[config.mk]
export PLATFORM = sky130hd
export DESIGN_NAME = kontrol_birimi
export DESIGN_NICKNAME = d
export VERILOG_FILES = /design/src/rtl/kontrol_pkg.sv /design/src/rtl/kontrol_alu.sv /design/src/rtl/kontrol_birimi.sv
export SDC_FILE = /design/constraint.sdc
export NUM_CORES = 1
export LEC_CHECK = 0
export ABC_AREA = 1
export CORE_ASPECT_RATIO = 1.25
export CORE_MARGIN = 1
export CORE_UTILIZATION = 30
export DETAILED_ROUTE_END_ITERATION = 7
export GPL_ROUTABILITY_DRIVEN = 0
export GPL_TIMING_DRIVEN = 0
export PLACE_DENSITY_LB_ADDON = 0.25
export SLEW_MARGIN = 40
export SYNTH_ARGS = -nofsm -noshare
export SYNTH_HDL_FRONTEND = slang
export SYNTH_SLANG_ARGS = --single-unit
[constraint.sdc]
create_clock -name clk -period 4.05 [get_ports clk]
set_clock_uncertainty 0.2 [all_clocks]
set_input_delay 1.215 -clock clk [delete_from_list [all_inputs] [get_ports clk]]
set_output_delay 1.215 -clock clk [all_outputs]
set_load 0.02 [all_outputs]
[src/rtl/kontrol_pkg.sv]
// rtl/kontrol_pkg.sv - opcodes, FSM states and instruction field positions for kontrol_birimi
package kontrol_pkg;

  localparam int SRC1_LSB = 3;
  localparam int SRC2_LSB = 6;
  localparam int DEST_LSB = 9;
  localparam int OP_LSB   = 12;

  localparam logic [3:0] OP_NOP  = 4'h0;
  localparam logic [3:0] OP_ADD  = 4'h1;
  localparam logic [3:0] OP_SUB  = 4'h2;
  localparam logic [3:0] OP_AND  = 4'h3;
  localparam logic [3:0] OP_OR   = 4'h4;
  localparam logic [3:0] OP_XOR  = 4'h5;
  localparam logic [3:0] OP_LDI  = 4'h6;
  localparam logic [3:0] OP_MOV  = 4'h7;
  localparam logic [3:0] OP_HALT = 4'hF;

  typedef enum logic [2:0] {
    BOSTA,
    AL,
    OKU,
    YURUT,
    YAZ,
    DUR
  } durum_t;

endpackage

[src/rtl/kontrol_alu.sv]
// rtl/kontrol_alu.sv - combinational ALU and opcode decode for kontrol_birimi
module kontrol_alu
  import kontrol_pkg::*;
#(
  parameter int VERI_W = 8
) (
  input  logic [3:0]        opcode,
  input  logic [VERI_W-1:0] v1,
  input  logic [VERI_W-1:0] v2,
  input  logic [VERI_W-1:0] imm,
  output logic [VERI_W-1:0] sonuc,
  output logic              tasma,
  output logic              tasma_gunc,
  output logic              yazar,
  output logic              gecersiz
);

  logic [VERI_W:0] gecici;

  // The extra top bit carries out of ADD and is the borrow of SUB.
  always_comb begin
    gecici     = '0;
    yazar      = 1'b1;
    gecersiz   = 1'b0;
    tasma_gunc = 1'b0;
    case (opcode)
      OP_NOP:  yazar = 1'b0;
      OP_ADD: begin
        gecici     = {1'b0, v1} + {1'b0, v2};
        tasma_gunc = 1'b1;
      end
      OP_SUB: begin
        gecici     = {1'b0, v1} - {1'b0, v2};
        tasma_gunc = 1'b1;
      end
      OP_AND:  gecici = {1'b0, v1 & v2};
      OP_OR:   gecici = {1'b0, v1 | v2};
      OP_XOR:  gecici = {1'b0, v1 ^ v2};
      OP_LDI:  gecici = {1'b0, imm};
      OP_MOV:  gecici = {1'b0, v1};
      OP_HALT: yazar = 1'b0;
      default: begin
        yazar    = 1'b0;
        gecersiz = 1'b1;
      end
    endcase
    sonuc = gecici[VERI_W-1:0];
    tasma = gecici[VERI_W];
  end

endmodule

[src/rtl/kontrol_birimi.sv]
// rtl/kontrol_birimi.sv - issue/writeback controller driving the hafiza register file
module kontrol_birimi
  import kontrol_pkg::*;
#(
  parameter int VERI_W  = 8,
  parameter int EMIR_W  = 16,
  parameter int SAYAC_W = 8
) (
  input  logic               clk,
  input  logic               rst,
  input  logic               baslat,
  input  logic               emir_gecerli,
  input  logic [EMIR_W-1:0]  emir_i,
  output logic               emir_hazir,
  output logic [EMIR_W-1:0]  emir_o,
  input  logic [VERI_W-1:0]  veri1_i,
  input  logic [VERI_W-1:0]  veri2_i,
  output logic [VERI_W-1:0]  yazilacak_veri_o,
  output logic               veriyi_yaz_o,
  output logic               tasma_o,
  output logic               hata_o,
  output logic               dur_o,
  output logic [SAYAC_W-1:0] komut_sayaci_o
);

  durum_t            durum;
  logic [VERI_W-1:0] v1_r;
  logic [VERI_W-1:0] v2_r;
  logic [VERI_W-1:0] sonuc_r;

  logic [VERI_W-1:0] alu_sonuc;
  logic              alu_tasma;
  logic              alu_tasma_gunc;
  logic              alu_yazar;
  logic              alu_gecersiz;

  kontrol_alu #(.VERI_W(VERI_W)) u_alu (
    .opcode     (emir_o[OP_LSB +: 4]),
    .v1         (v1_r),
    .v2         (v2_r),
    .imm        (emir_o[VERI_W-1:0]),
    .sonuc      (alu_sonuc),
    .tasma      (alu_tasma),
    .tasma_gunc (alu_tasma_gunc),
    .yazar      (alu_yazar),
    .gecersiz   (alu_gecersiz)
  );

  // The write strobe is registered out of YAZ, so it is high in the cycle after YAZ
  // while emir_o still holds the destination of the instruction being retired.
  always_ff @(posedge clk) begin
    if (!rst) begin
      durum            <= BOSTA;
      emir_o           <= '0;
      emir_hazir       <= 1'b0;
      v1_r             <= '0;
      v2_r             <= '0;
      sonuc_r          <= '0;
      yazilacak_veri_o <= '0;
      veriyi_yaz_o     <= 1'b0;
      tasma_o          <= 1'b0;
      hata_o           <= 1'b0;
      dur_o            <= 1'b0;
      komut_sayaci_o   <= '0;
    end else begin
      veriyi_yaz_o <= 1'b0;
      case (durum)
        BOSTA: begin
          if (baslat) begin
            durum      <= AL;
            emir_hazir <= 1'b1;
          end
        end
        AL: begin
          if (emir_gecerli) begin
            emir_o         <= emir_i;
            komut_sayaci_o <= komut_sayaci_o + 1'b1;
            emir_hazir     <= 1'b0;
            durum          <= OKU;
          end
        end
        OKU: begin
          v1_r  <= veri1_i;
          v2_r  <= veri2_i;
          durum <= YURUT;
        end
        YURUT: begin
          sonuc_r <= alu_sonuc;
          if (alu_tasma_gunc) tasma_o <= alu_tasma;
          if (alu_gecersiz) hata_o <= 1'b1;
          if (emir_o[OP_LSB +: 4] == OP_HALT) begin
            dur_o <= 1'b1;
            durum <= DUR;
          end else if (alu_yazar) begin
            durum <= YAZ;
          end else begin
            emir_hazir <= 1'b1;
            durum      <= AL;
          end
        end
        YAZ: begin
          veriyi_yaz_o     <= 1'b1;
          yazilacak_veri_o <= sonuc_r;
          emir_hazir       <= 1'b1;
          durum            <= AL;
        end
        DUR: begin
          dur_o      <= 1'b1;
          emir_hazir <= 1'b0;
        end
        default: durum <= BOSTA;
      endcase
    end
  end

endmodule

==> metrics.md <==
| Metric | Value |
|---|---|
| Via count | `3768` |
| R2r setup slk | `1260 ps` |
| Setup tns final | `0 ps` |
| Setup CP Type | `register to output pin` |
| H-tree depth | `3` |
| RSZ-0062 raised after global routing | `false` |
| Synthesized flop and latch total | `64` |
| Largest net degree at the start of global routing | `13` |
| Root buffer cell | `clkbuf_16` |
| Synth Flop Type | `dfxtp_1` |
| Ports | `73` |
| Hold Fails Final Rpt | `0` |
| P_leak | `0.00221 uW` |
| Syn_nets | `616` |
| Fin nets | `699` |
| Top post-synthesis cells by area | `dfxtp_1 (35%), nand2_1 (12%), nor2_1 (8.8%)` |
| Final worst path period share | `0.729` |
| Yosys warning count | `0` |
| Clock Sinks | `64` |
| CP delay by family, top | `buffers and inverters` |
| Post-Syn Area | `3710 um^2` |
| Buf/Inv on CP | `1` |
| Via density | `4.68` |
| Initial antenna violation count | `0` |
| Worst reg2reg path startpoint | `emir_o[13]$_SDFFE_PN0P_` |
| Arr. time, crit path | `1540 ps` |
| Post-synth cell types | `36` |
| Hold path start | `emir_hazir$_SDFFE_PN0P_` |
| Worst-case clock buffer depth | `2` |
| Tightest Hold Check Type | `register to register` |
| Worst-margin pin slew | `567 ps` |
| Post-route DRC | `0` |
| Status | `completed` |
| Leading cell type in the layout, fill and taps excluded | `nand2_1` |
| DP HPWL | `8.59 mm` |
| Initial Util | `0.306` |
| Port bufs | `72` |
| Die Y | `126 um` |
| Post-synth top area share | `0.346` |
| Share of layout cells above drive strength 1 | `0.0577` |
| Setup crit end kind | `output pin` |
| Clk Latency, worst-skew pair | `330 ps` |
| TritonCTS clock tree | `done` |
| Site Rows | `45` |
| Chip Width | `101 um` |
| Max_cap viols | `0` |
| Startpoint types | `register` |
| Reg2reg end | `sonuc_r[4]$_SDFFE_PN0P_` |
| Hold worst-path end | `emir_hazir$_SDFFE_PN0P_` |
| Final slew viol count | `0` |
| Total track usage | `0.180` |
| Synthesized area per cell | `6.70 um^2` |
| Peak Freq | `339 MHz` |
| Relative slew slack | `0.621` |
| Commonest cells after routing, fill and taps aside | `nand2_1 (114), nor2_1 (87), inv_1 (76)` |
| Slowest cell on crit path | `clkdlybuf4s50_1` |
| Diode count | `0` |
| Grt total ovfl | `0` |
| Max VDD drop | `0.263 mV` |
| DRT iter0 DRCs | `194` |
| Power Density | `480 nW/um^2` |
| Mapped Cells | `553` |
| Slowest Stage Delay on Critical Path | `690 ps` |
| Post-DRT Antenna Nets | `0` |
| Hold Crit Depth | `2` |
| Area delta synth->final | `32.9%` |
| Worst path required time | `2630 ps` |
| Largest area contributor in the netlist | `dfxtp_1` |
| Die area | `12800 um^2` |
| Reg clk slew, reported paths | `60 ps` |
| Sequential share of the synthesized area | `0.346` |
| Core area | `12100 um^2` |
| Finish-stage setup viols | `0` |
| Resized Gates After CTS | `0` |
| Average wire per standard cell | `13.4 um` |
| Vias in the first global route | `3723` |
| Crit path max fanout | `6` |
| TritonCTS Buffers | `9` |
| Worst Reg-to-Reg Cells | `14` |
| Routed wire length | `10.8 mm` |
| Min Tclk post-route | `2950 ps` |
| Crit path cell chain | `clkdlybuf4s50_1` |
| Setup repair bufs after CTS | `0` |
| EDFF count, synth | `0` |
| First-pass GRT wire length | `17.8 mm` |
| Hold-fix buffers, CTS | `0` |
| Final Total Pwr | `2360 uW` |
| Fillers | `1279` |
| Ys async rst share | `0` |
| Pre-antenna DRT Iters | `4` |
## sequential cells by signal, indices dropped and copies added, names as in the netlist
| name | cells |
|---|---|
| veriyi_yaz_o | 1 |
| emir_hazir | 1 |
| v2_r | 8 |
| durum | 3 |
| yazilacak_veri_o | 8 |
| dur_o | 1 |
| v1_r | 8 |
| hata_o | 1 |
| tasma_o | 1 |
| emir_o | 16 |
| komut_sayaci_o | 8 |
| sonuc_r | 8 |
## Yosys cell counts (3+ instances only)
| cell type | number |
|---|---|
| a21oi_1 | 40 |
| clkbuf_1 | 7 |
| dfxtp_1 | 64 |
| ha_1 | 26 |
| inv_1 | 76 |
| inv_2 | 3 |
| nand2_1 | 114 |
| nand3_1 | 35 |
| nand4_1 | 3 |
| nor2_1 | 87 |
| nor2_2 | 4 |
| nor2_4 | 3 |
| o21ai_0 | 56 |
| o21ai_1 | 3 |
| xor2_1 | 7 |
## per-layer routing
metal  global-route usage  vias to the layer above  wire (um)
met3               0.0422                       21        553
met5                    0                        -          0
met4               0.0801                        0        345
li1                     -                     1927          -
met2                0.310                       94       5230
met1                0.208                     1726       4690
## worst register-to-register path: stages, from the launching register on
cell and delay, ps:
dfxtp_1 400, inv_1 110, nor2_2 300, nand2_2 200, nand2_1 100, o21ai_0 160
fa_1 470, inv_1 100, nand3_1 90, nand2_1 100, nand2_1 60, nand3_1 100
nand2_1 70, a21oi_1 140, nor2_1 50
## worst max path at each step
stage,from,to,slack (ps),cells after the start
floorplan,emir_o[13]$_SDFFE_PN0P_,sonuc_r[7]$_SDFFE_PN0P_,1540,16
global placement,rst,v2_r[3]$_SDFFE_PN0N_,1210,4
detailed placement,rst,emir_o[11]$_SDFFE_PN0P_,1210,4
CTS,emir_o[15]$_SDFFE_PN0P_,emir_o[15],1080,1
global route,emir_o[13]$_SDFFE_PN0P_,sonuc_r[7]$_SDFFE_PN0P_,970,15
finish,emir_o[15]$_SDFFE_PN0P_,emir_o[15],1100,1
## where the power goes
part	switching (uW)	internal, uW	total, uW
clock	290	475	765
combinational	530	331	861
sequential	54.5	685	739
total	874	1490	2360
## through the flow
stage	hold slack, ps	instances	utilization	cell area (um^2)	worst slack (ps)
2_1_floorplan	244	553	-	3710	1540
3_3_place_gp	235	789	0.383	4630	1210
3_5_place_dp	242	789	0.383	4630	1210
4_1_cts	250	805	0.407	4930	1080
5_1_grt	282	805	0.407	4930	966
6_report	245	805	0.407	4930	1100
## area by class of cell
class	count	area, um^2	share of cell area
multi-input combinational	394	2030	0.411
sequential	64	1280	0.260
timing repair buffer	72	721	0.146
inverter	80	300	0.0609
clock buffer	9	225	0.0457
tap	164	205	0.0416
buffer	15	98.8	0.0201
clock inverter	7	70.1	0.0142
## cell families after synthesis
group | count (synthesis) | synth area share
AO/OA/AOI/OAI | 104 | 0.144
XOR/XNOR | 7 | 0.0165
adder cells (fa/ha/maj) | 27 | 0.0931
buffers and inverters | 95 | 0.108
flip-flops | 64 | 0.346
AND/OR/NAND/NOR | 256 | 0.293
Note: power is estimated with default switching activity, not from simulation.
